**src/rtl/mem_wb_skid.sv**
```systemverilog
// MEM/WB pipeline register with valid/ready handshake and a 2-entry skid buffer.
// in_ready is decoded from registered state only, so stalls never form a combinational ready path.
module mem_wb_skid #(
   parameter int XLEN             = 32,
   parameter int RD_W             = 5,
   parameter int RS_W             = 2,
   parameter bit ZERO_RD_SUPPRESS = 1'b1
) (
   input  logic            clk,
   input  logic            rst,
   input  logic            flush,
   input  logic            in_valid,
   output logic            in_ready,
   input  logic            RegWriteM,
   input  logic [RS_W-1:0] ResultSrcM,
   input  logic [XLEN-1:0] ALUResultM,
   input  logic [XLEN-1:0] ReadDataM,
   input  logic [RD_W-1:0] RdM,
   input  logic [XLEN-1:0] PCPlus4M,
   output logic            out_valid,
   input  logic            out_ready,
   output logic            RegWriteW,
   output logic [RS_W-1:0] ResultSrcW,
   output logic [XLEN-1:0] ALUResultW,
   output logic [XLEN-1:0] ReadDataW,
   output logic [RD_W-1:0] RdW,
   output logic [XLEN-1:0] PCPlus4W,
   output logic [1:0]      count
);

   typedef struct packed {
      logic            rw;
      logic [RS_W-1:0] rs;
      logic [XLEN-1:0] alu;
      logic [XLEN-1:0] rdata;
      logic [RD_W-1:0] rd;
      logic [XLEN-1:0] pc;
   } wb_pld_t;

   wb_pld_t main_q, main_d, skid_q, skid_d, in_pld;
   logic    main_vld_q, main_vld_d, skid_vld_q, skid_vld_d;
   logic    accept, pop;

   assign in_pld   = '{rw: RegWriteM, rs: ResultSrcM, alu: ALUResultM,
                       rdata: ReadDataM, rd: RdM, pc: PCPlus4M};
   assign in_ready = ~skid_vld_q & ~rst;
   assign accept   = in_valid & in_ready;
   assign pop      = main_vld_q & out_ready;

   always_comb begin
      main_d     = main_q;
      skid_d     = skid_q;
      main_vld_d = main_vld_q;
      skid_vld_d = skid_vld_q;
      if (flush) begin
         // Payload is left untouched so the W outputs keep showing the last bundle.
         main_vld_d = 1'b0;
         skid_vld_d = 1'b0;
      end else begin
         case ({main_vld_q, skid_vld_q})
            2'b00: begin
               if (accept) begin
                  main_d     = in_pld;
                  main_vld_d = 1'b1;
               end
            end
            2'b10: begin
               if (accept && pop) begin
                  main_d = in_pld;
               end else if (accept) begin
                  skid_d     = in_pld;
                  skid_vld_d = 1'b1;
               end else if (pop) begin
                  main_vld_d = 1'b0;
               end
            end
            2'b11: begin
               if (pop) begin
                  main_d     = skid_q;
                  skid_vld_d = 1'b0;
               end
            end
            default: ;
         endcase
      end
   end

   always_ff @(posedge clk) begin
      if (rst) begin
         main_q     <= '0;
         skid_q     <= '0;
         main_vld_q <= 1'b0;
         skid_vld_q <= 1'b0;
      end else begin
         main_q     <= main_d;
         skid_q     <= skid_d;
         main_vld_q <= main_vld_d;
         skid_vld_q <= skid_vld_d;
      end
   end

   assign out_valid  = main_vld_q;
   assign count      = {1'b0, main_vld_q} + {1'b0, skid_vld_q};
   assign RegWriteW  = main_q.rw & main_vld_q & (~ZERO_RD_SUPPRESS | (|main_q.rd));
   assign ResultSrcW = main_q.rs;
   assign ALUResultW = main_q.alu;
   assign ReadDataW  = main_q.rdata;
   assign RdW        = main_q.rd;
   assign PCPlus4W   = main_q.pc;

endmodule

```
**config.mk**
```make
export PLATFORM = sky130hd
export DESIGN_NAME = mem_wb_skid
export DESIGN_NICKNAME = d
export VERILOG_FILES = /design/src/rtl/mem_wb_skid.sv
export SDC_FILE = /design/constraint.sdc
export NUM_CORES = 1
export LEC_CHECK = 0
export CAP_MARGIN = 15
export CORE_MARGIN = 2
export CORE_UTILIZATION = 30
export DETAILED_ROUTE_END_ITERATION = 8
export PLACE_DENSITY = 0.56
export SLEW_MARGIN = 10
export SYNTH_ARGS = -nofsm -noshare
export SYNTH_HDL_FRONTEND = slang
export SYNTH_SLANG_ARGS = --single-unit
```
**constraint.sdc**
```tcl
create_clock -name clk -period 1.9 [get_ports clk]
set_input_delay 0.57 -clock clk [delete_from_list [all_inputs] [get_ports clk]]
set_output_delay 0.57 -clock clk [all_outputs]
set_load 0.02 [all_outputs]
```
## Word level (Yosys, flattened, before mapping)

Index checks and enable logic that the tools add are counted.

- Register bits: 210
- Bits in latches: 0
- RAM bits: 0
- ROM bits: 0
- Bits of input ports: 109
- Output and inout bits: 108
- Memories: 0

- $add $sub $neg: 1
- Multiply operators: 0
- Divide/modulo/power cells: 0
- Order comparisons: 0
- Eq/ne operators: 9
- Shift-type cells: 0
- Multiplexer cells: 11
- Bitwise operators: 9
- Reductions and logical operators: 11

Operators with widths:

| cell | number |
|---|---|
| two-way mux 104 bit | 3 |
| one-hot mux 104 bit (3 select lines) | 1 |
| != test 2 bit (second input constant) | 7 |
| AND reduction 5 bit | 2 |
| AND reduction 4 bit | 2 |
| AND 1 bit | 5 |
| two-way mux 1 bit | 5 |
| OR reduction 5 bit | 1 |
| == test 2 bit (second input constant) | 2 |
| inverter 1 bit | 4 |
| one-hot mux 1 bit (2 select lines) | 2 |
| nonzero test 2 bit | 2 |
| nonzero test 3 bit | 1 |
| adder 1 x 1 -> 2 bit | 1 |
| logical NOT 2 bit | 1 |
| OR reduction 2 bit | 1 |
| logical AND 1 bit | 1 |

## Depth between registers and ports, before layout

- Depth after elaboration: 6
- Mapped depth: 8
- Depth with buffers taken out: 5

## Least setup slack after synthesis

No wires, ideal clock.

- Kind: register to register
- Start: reg main_vld_q, in the netlist out_valid
- End: reg main_q, in the netlist ALUResultW[28]
- Arrival time: 2.152 ns
- Data required time: 1.779 ns
- Slack: -0.372 ns
- Cell stages (with the launch flop): 8
- Buffers on the path: 3
- Clock period less this slack: 2.272 ns
- Cell sequence: dfxtp_1 > ha_1 > clkbuf_1 > buf_2 > buf_2 > mux2i_1 > nor2_1 > mux2_2

- Word-level cells in the longest chain between the ends: 4
- Elaborated cells between the ends (all ways): 11
- Classes of those cells: 5 x eq/ne; 1 x mux; 1 x bitwise; 4 x reduce/logical

Ends and longest elaborated chain:

| element | RTL line | source |
|---|---|---|
| start, declared | 41 | `logic main_vld_q, main_vld_d, skid_vld_q, skid_vld_d;` |
| start signal, assigned | 97 | `main_vld_q <= main_vld_d;` |
| AND 1 bit | 48 | `assign pop = main_vld_q & out_ready;` |
| logical AND 1 bit | 68 | `if (accept && pop) begin` |
| != test 2 bit (no line) | -- |  |
| AND reduction 5 bit (no line) | -- |  |
| end signal, assigned | 95 | `main_q <= main_d;` |
| end, declared | 40 | `wb_pld_t main_q, main_d, skid_q, skid_d, in_pld;` |

Parallel ways exist; a longest one is shown, timed or not.
A chain may end at the register's enable or synchronous reset.

## Worst setup path after layout

- Start: reg main_q, in the netlist RdW[4]
- End: out RegWriteW

- Word-level cells in the longest chain between the ends: 2

Ends and longest elaborated chain:

| element | RTL line | source |
|---|---|---|
| OR reduction 5 bit | 104 | `assign RegWriteW = main_q.rw & main_vld_q & (~ZERO_RD_SUPPRESS \| (\|main_q.rd));` |
| AND 1 bit | 104 |  |
| end, declared | 22 | `output logic RegWriteW,` |

Every way passes these cells.

==> impl_summary.txt <==
----------------------------------------------------
[Drt]
  Total vias in the final route ... 7,035
  Final routed DRC violation total ... 0
  DRT Wirelength ... 24,700 um
  Routed via count divided by cell count ... 4.35
  Detailed-routing iteration count for the pre-antenna-repair pass ... 4
  Number of DRC violations after detailed-routing iteration 0 ... 201
  Per-cell routed wire length ... 15.2 um
  Residual antenna-violating net count after detailed routing ... 0

[Final layout]
  Final cell count without fillers ... 1,619
  Proportion of layout cells with a drive suffix above 1 ... 23.5%
  Area of all placed cells without fillers ... 13,700 um^2
  Area grow syn2layout ... 26.7%
  Nets ... 1,257
  Core occupancy in the finished layout ... 38.5%

[Pwr]
  Total net switching power ... 2.46 mW
  Max rail drop VDD ... 0.698 mV
  Total power density per cell area ... 781 nW/um^2
  Net switching fraction of the power ... 23.1%
  Power Internal ... 8.21 mW
  Comb power frac ... 10.4%
  Sequential fraction of design power ... 42.9%
  Clock Power Share ... 46.7%
  Static Leak ... 5.89 nW
  Total Power ... 10.7 mW

[Synth]
  Basic-gate share of the synthesized area counting and, or, nand and nor cells ... 16.9%
  Area share of the leading cell type in the synthesized netlist ... 39.0%
  Average size of a mapped cell ... 10.3 um^2
  Synth Area in Adders ... 0.464%
  Register area share after synthesis ... 39.0%
  Flops & latches, synth ... 210
  Commonest register cell after synthesis ... sky130_fd_sc_hd__dfxtp_1
  Largest area contributor in the netlist ... sky130_fd_sc_hd__dfxtp_1
  Cell types with the largest area share after synthesis ... sky130_fd_sc_hd__dfxtp_1 39%, sky130_fd_sc_hd__mux2_2 16%, sky130_fd_sc_hd__nor2b_1 12%, sky130_fd_sc_hd__mux2i_1 10%, sky130_fd_sc_hd__buf_4 7.2%
  Cell count after synthesis ... 1,042
  Multiplexer area fraction after synthesis ... 32.3%
  Cell area after technology mapping ... 10,800 um^2
  Proportion of register bits with asynchronous set or reset after synthesis ... 0%
  Yosys warns ... 0
  Number of enable flip-flop cells after synthesis ... 0
  Nets in the synthesized netlist ... 1,155
  Synthesized-area fraction occupied by ao, oa, aoi and oai cells ... 0.627%
  Synth Area in XOR/XNOR ... 0%
  Combinational family with the most area after synthesis ... multiplexers
  Cell variety after synth ... 29

[Flow run]
  Max-cap violation count ... 0

[Timing]
  Share of the clock period used by the worst path after layout ... 118%
  Count of final max-slew check failures ... 0
  Setup repair after global routing missed its margin ... yes
  Worst slack on hold paths ... 476 ps
  Hold Fails Final Rpt ... 0
  Clock Skew ... 6.24 ps
  Setup Viol. Count Final ... 3
  Transition time at the pin with the least slew margin ... 531 ps
  Maximum clock frequency ... 444 MHz
  Normalized max-slew margin ... 64.6%
  Post-layout worst setup margin ... -350 ps
  Setup TNS Final ... -360 ps
  Time the final worst path needs with I/O delays and setup ... 2250 ps

[Clock network]
  Number of buffers created by CTS ... 26
  Root buf cell ... sky130_fd_sc_hd__clkbuf_16
  Maximum buffer depth of the clock tree ... 3
  TritonCTS Sinks ... 210
  H-Tree Level Count ... 1
  Total of hold buffers inserted after clock tree synthesis ... 0
  Clock-pin slew reported for the worst setup and hold paths after clock tree synthesis ... 60 ps
  Clock latency reported for the late side of the worst-skew pair ... 530 ps
  CTS tree ... built

[GRT]
  Global routing usage summed across all routing layers ... 12.5%
  Maximum number of pins on one net before global-route repair ... 120
  Via count of the first global-routing pass ... 6,917
  Number of antenna violations at the first check in global routing ... 2
  Gr ovfl total ... 0
  Global-route wire length before repair ... 38,500 um

[Critical path]
  Data arrival at the endpoint of the critical path ... 1680 ps
  Worst-path cell chain ... or3_4 > o311a_1 > buf_6
  Max incr delay on CP ... 360 ps
  Crit path kind ... reg -> out
  Worst-case register-to-register setup slack ... 90 ps
  CP Launch Type ... register
  Slowest stage cell on the critical path ... sky130_fd_sc_hd__or3_4
  Crit path required time ... 1330 ps
  Max Fanout on Critical Path ... 3
  Kind of end point of the critical path ... primary output
  Critical path buffer and inverter count ... 1
  Kind of cell adding the most delay to the critical path ... simple AND/OR/NAND/NOR gates

[Placed design]
  Placement-stage cell area ... 12,800 um^2
  Global placer's final weighted congestion ... 0.688
  Post-DP HPWL ... 16,000 um
  Cells after DPL ... 1,571
  Port bufs ... 216
  Minimum setup slack after placement ... -493 ps

[Outcome]
  Violations in the final reports ... negative setup slack
  Status ... finished, violations left

[Die]
  Die height ... 194 um
  # IOs ... 217
  Placement Rows ... 69
  Initial cell density of the core ... 30.4%
  Total die area ... 37,500 um^2
  Core Region ... 35,500 um^2
  Die span in x ... 194 um

[Hold path]
  Kind of path behind the tightest hold check ... reg -> reg

----------------------------------------------------
==> worst paths after layout <==
kind                                  from          end  depth (start not counted)
worst max-delay path                RdW[4]    RegWriteW                          3
worst min-delay path            skid_q[28]   skid_q[28]                          2
worst max register to register  skid_vld_q  PCPlus4W[9]                          6
worst min register to register  skid_q[28]   skid_q[28]                          2
==> registers in the layout (all words and copies together), names as in the netlist <==
register / flops
main_q: 1
out_valid: 1
skid_q: 104
RdW: 5
skid_vld_q: 1
ReadDataW: 32
PCPlus4W: 32
ALUResultW: 32
ResultSrcW: 2
==> power by group through the flow <==
stage | Sequential (mW) | Clock (mW) | Combinational [mW]
after floorplan | 4.66 | 0 | 0.745
after global placement | 4.68 | 0 | 1.17
after detailed placement | 4.68 | 0 | 1.18
after CTS | 4.58 | 5.19 | 1.13
after global routing | 4.59 | 5.34 | 1.21
final | 4.58 | 4.98 | 1.11
==> synthesized netlist by cell type (2+ instances only) <==
cell	n
sky130_fd_sc_hd__buf_1	7
sky130_fd_sc_hd__buf_2	19
sky130_fd_sc_hd__buf_4	104
sky130_fd_sc_hd__buf_6	10
sky130_fd_sc_hd__clkbuf_1	34
sky130_fd_sc_hd__dfxtp_1	210
sky130_fd_sc_hd__ha_1	4
sky130_fd_sc_hd__inv_1	4
sky130_fd_sc_hd__mux2_1	16
sky130_fd_sc_hd__mux2_2	154
sky130_fd_sc_hd__mux2_4	30
sky130_fd_sc_hd__mux2i_1	112
sky130_fd_sc_hd__nand2_1	2
sky130_fd_sc_hd__nand2b_1	16
sky130_fd_sc_hd__nor2_1	107
sky130_fd_sc_hd__nor2b_1	200
==> worst register-to-register path, cell delays in order (launching register included) <==
cell and delay [ps]:
sky130_fd_sc_hd__dfxtp_4 360, sky130_fd_sc_hd__inv_4 70, sky130_fd_sc_hd__ha_1 210, sky130_fd_sc_hd__nor2_1 90
sky130_fd_sc_hd__o211ai_4 250, sky130_fd_sc_hd__buf_8 310, sky130_fd_sc_hd__mux2_2 420
==> what timing repair did <==
action / in CTS / in global routing
buffers inserted: 2 / 2
setup endpoints to repair: 172 / 75
pin swaps: 0 / 1
resized for setup: 134 / 15
cloned: 0 / 2
==> layer usage <==
metal | routed length [um] | vias up | track usage (%)
met5 | 19 | - | 0
met4 | 524 | 4 | 2.86
met3 | 1640 | 37 | 4.04
met2 | 11300 | 145 | 20.5
met1 | 11200 | 3290 | 16.0
li1 | - | 3559 | -
==> area by class of cell <==
cell class | instances | area [um^2]
Antenna cell | 1 | 2.50
Clock inverter | 4 | 70.1
Fill cell | 3483 | 21800
Timing Repair Buffer | 248 | 2520
Multi-Input combinational cell | 654 | 5480
Inverter | 4 | 20.0
Clock buffer | 37 | 785
Sequential cell | 210 | 4210
Tap cell | 461 | 577
==> logic make-up (layout without fill, tap and decap cells) <==
logic type / count (synthesis) / count (layout)
AO/OA/AOI/OAI: 8 / 8
adder cells (fa/ha/maj): 4 / 4
buffers and inverters: 178 / 293
flip-flops: 210 / 210
multiplexers: 312 / 312
other: 0 / 1
AND/OR/NAND/NOR: 330 / 330
==> cells in the final DEF, fill, tap and decap left out, types with 30 or more instances in the layout <==
master	n
sky130_fd_sc_hd__mux2i_1	112
sky130_fd_sc_hd__mux2_2	154
sky130_fd_sc_hd__clkbuf_16	30
sky130_fd_sc_hd__clkdlybuf4s50_1	107
sky130_fd_sc_hd__dfxtp_1	206
sky130_fd_sc_hd__nor2b_1	200
sky130_fd_sc_hd__mux2_4	30
sky130_fd_sc_hd__dlygate4sd2_1	99
sky130_fd_sc_hd__nor2_1	106
Note: power is estimated with default switching activity, not from simulation.
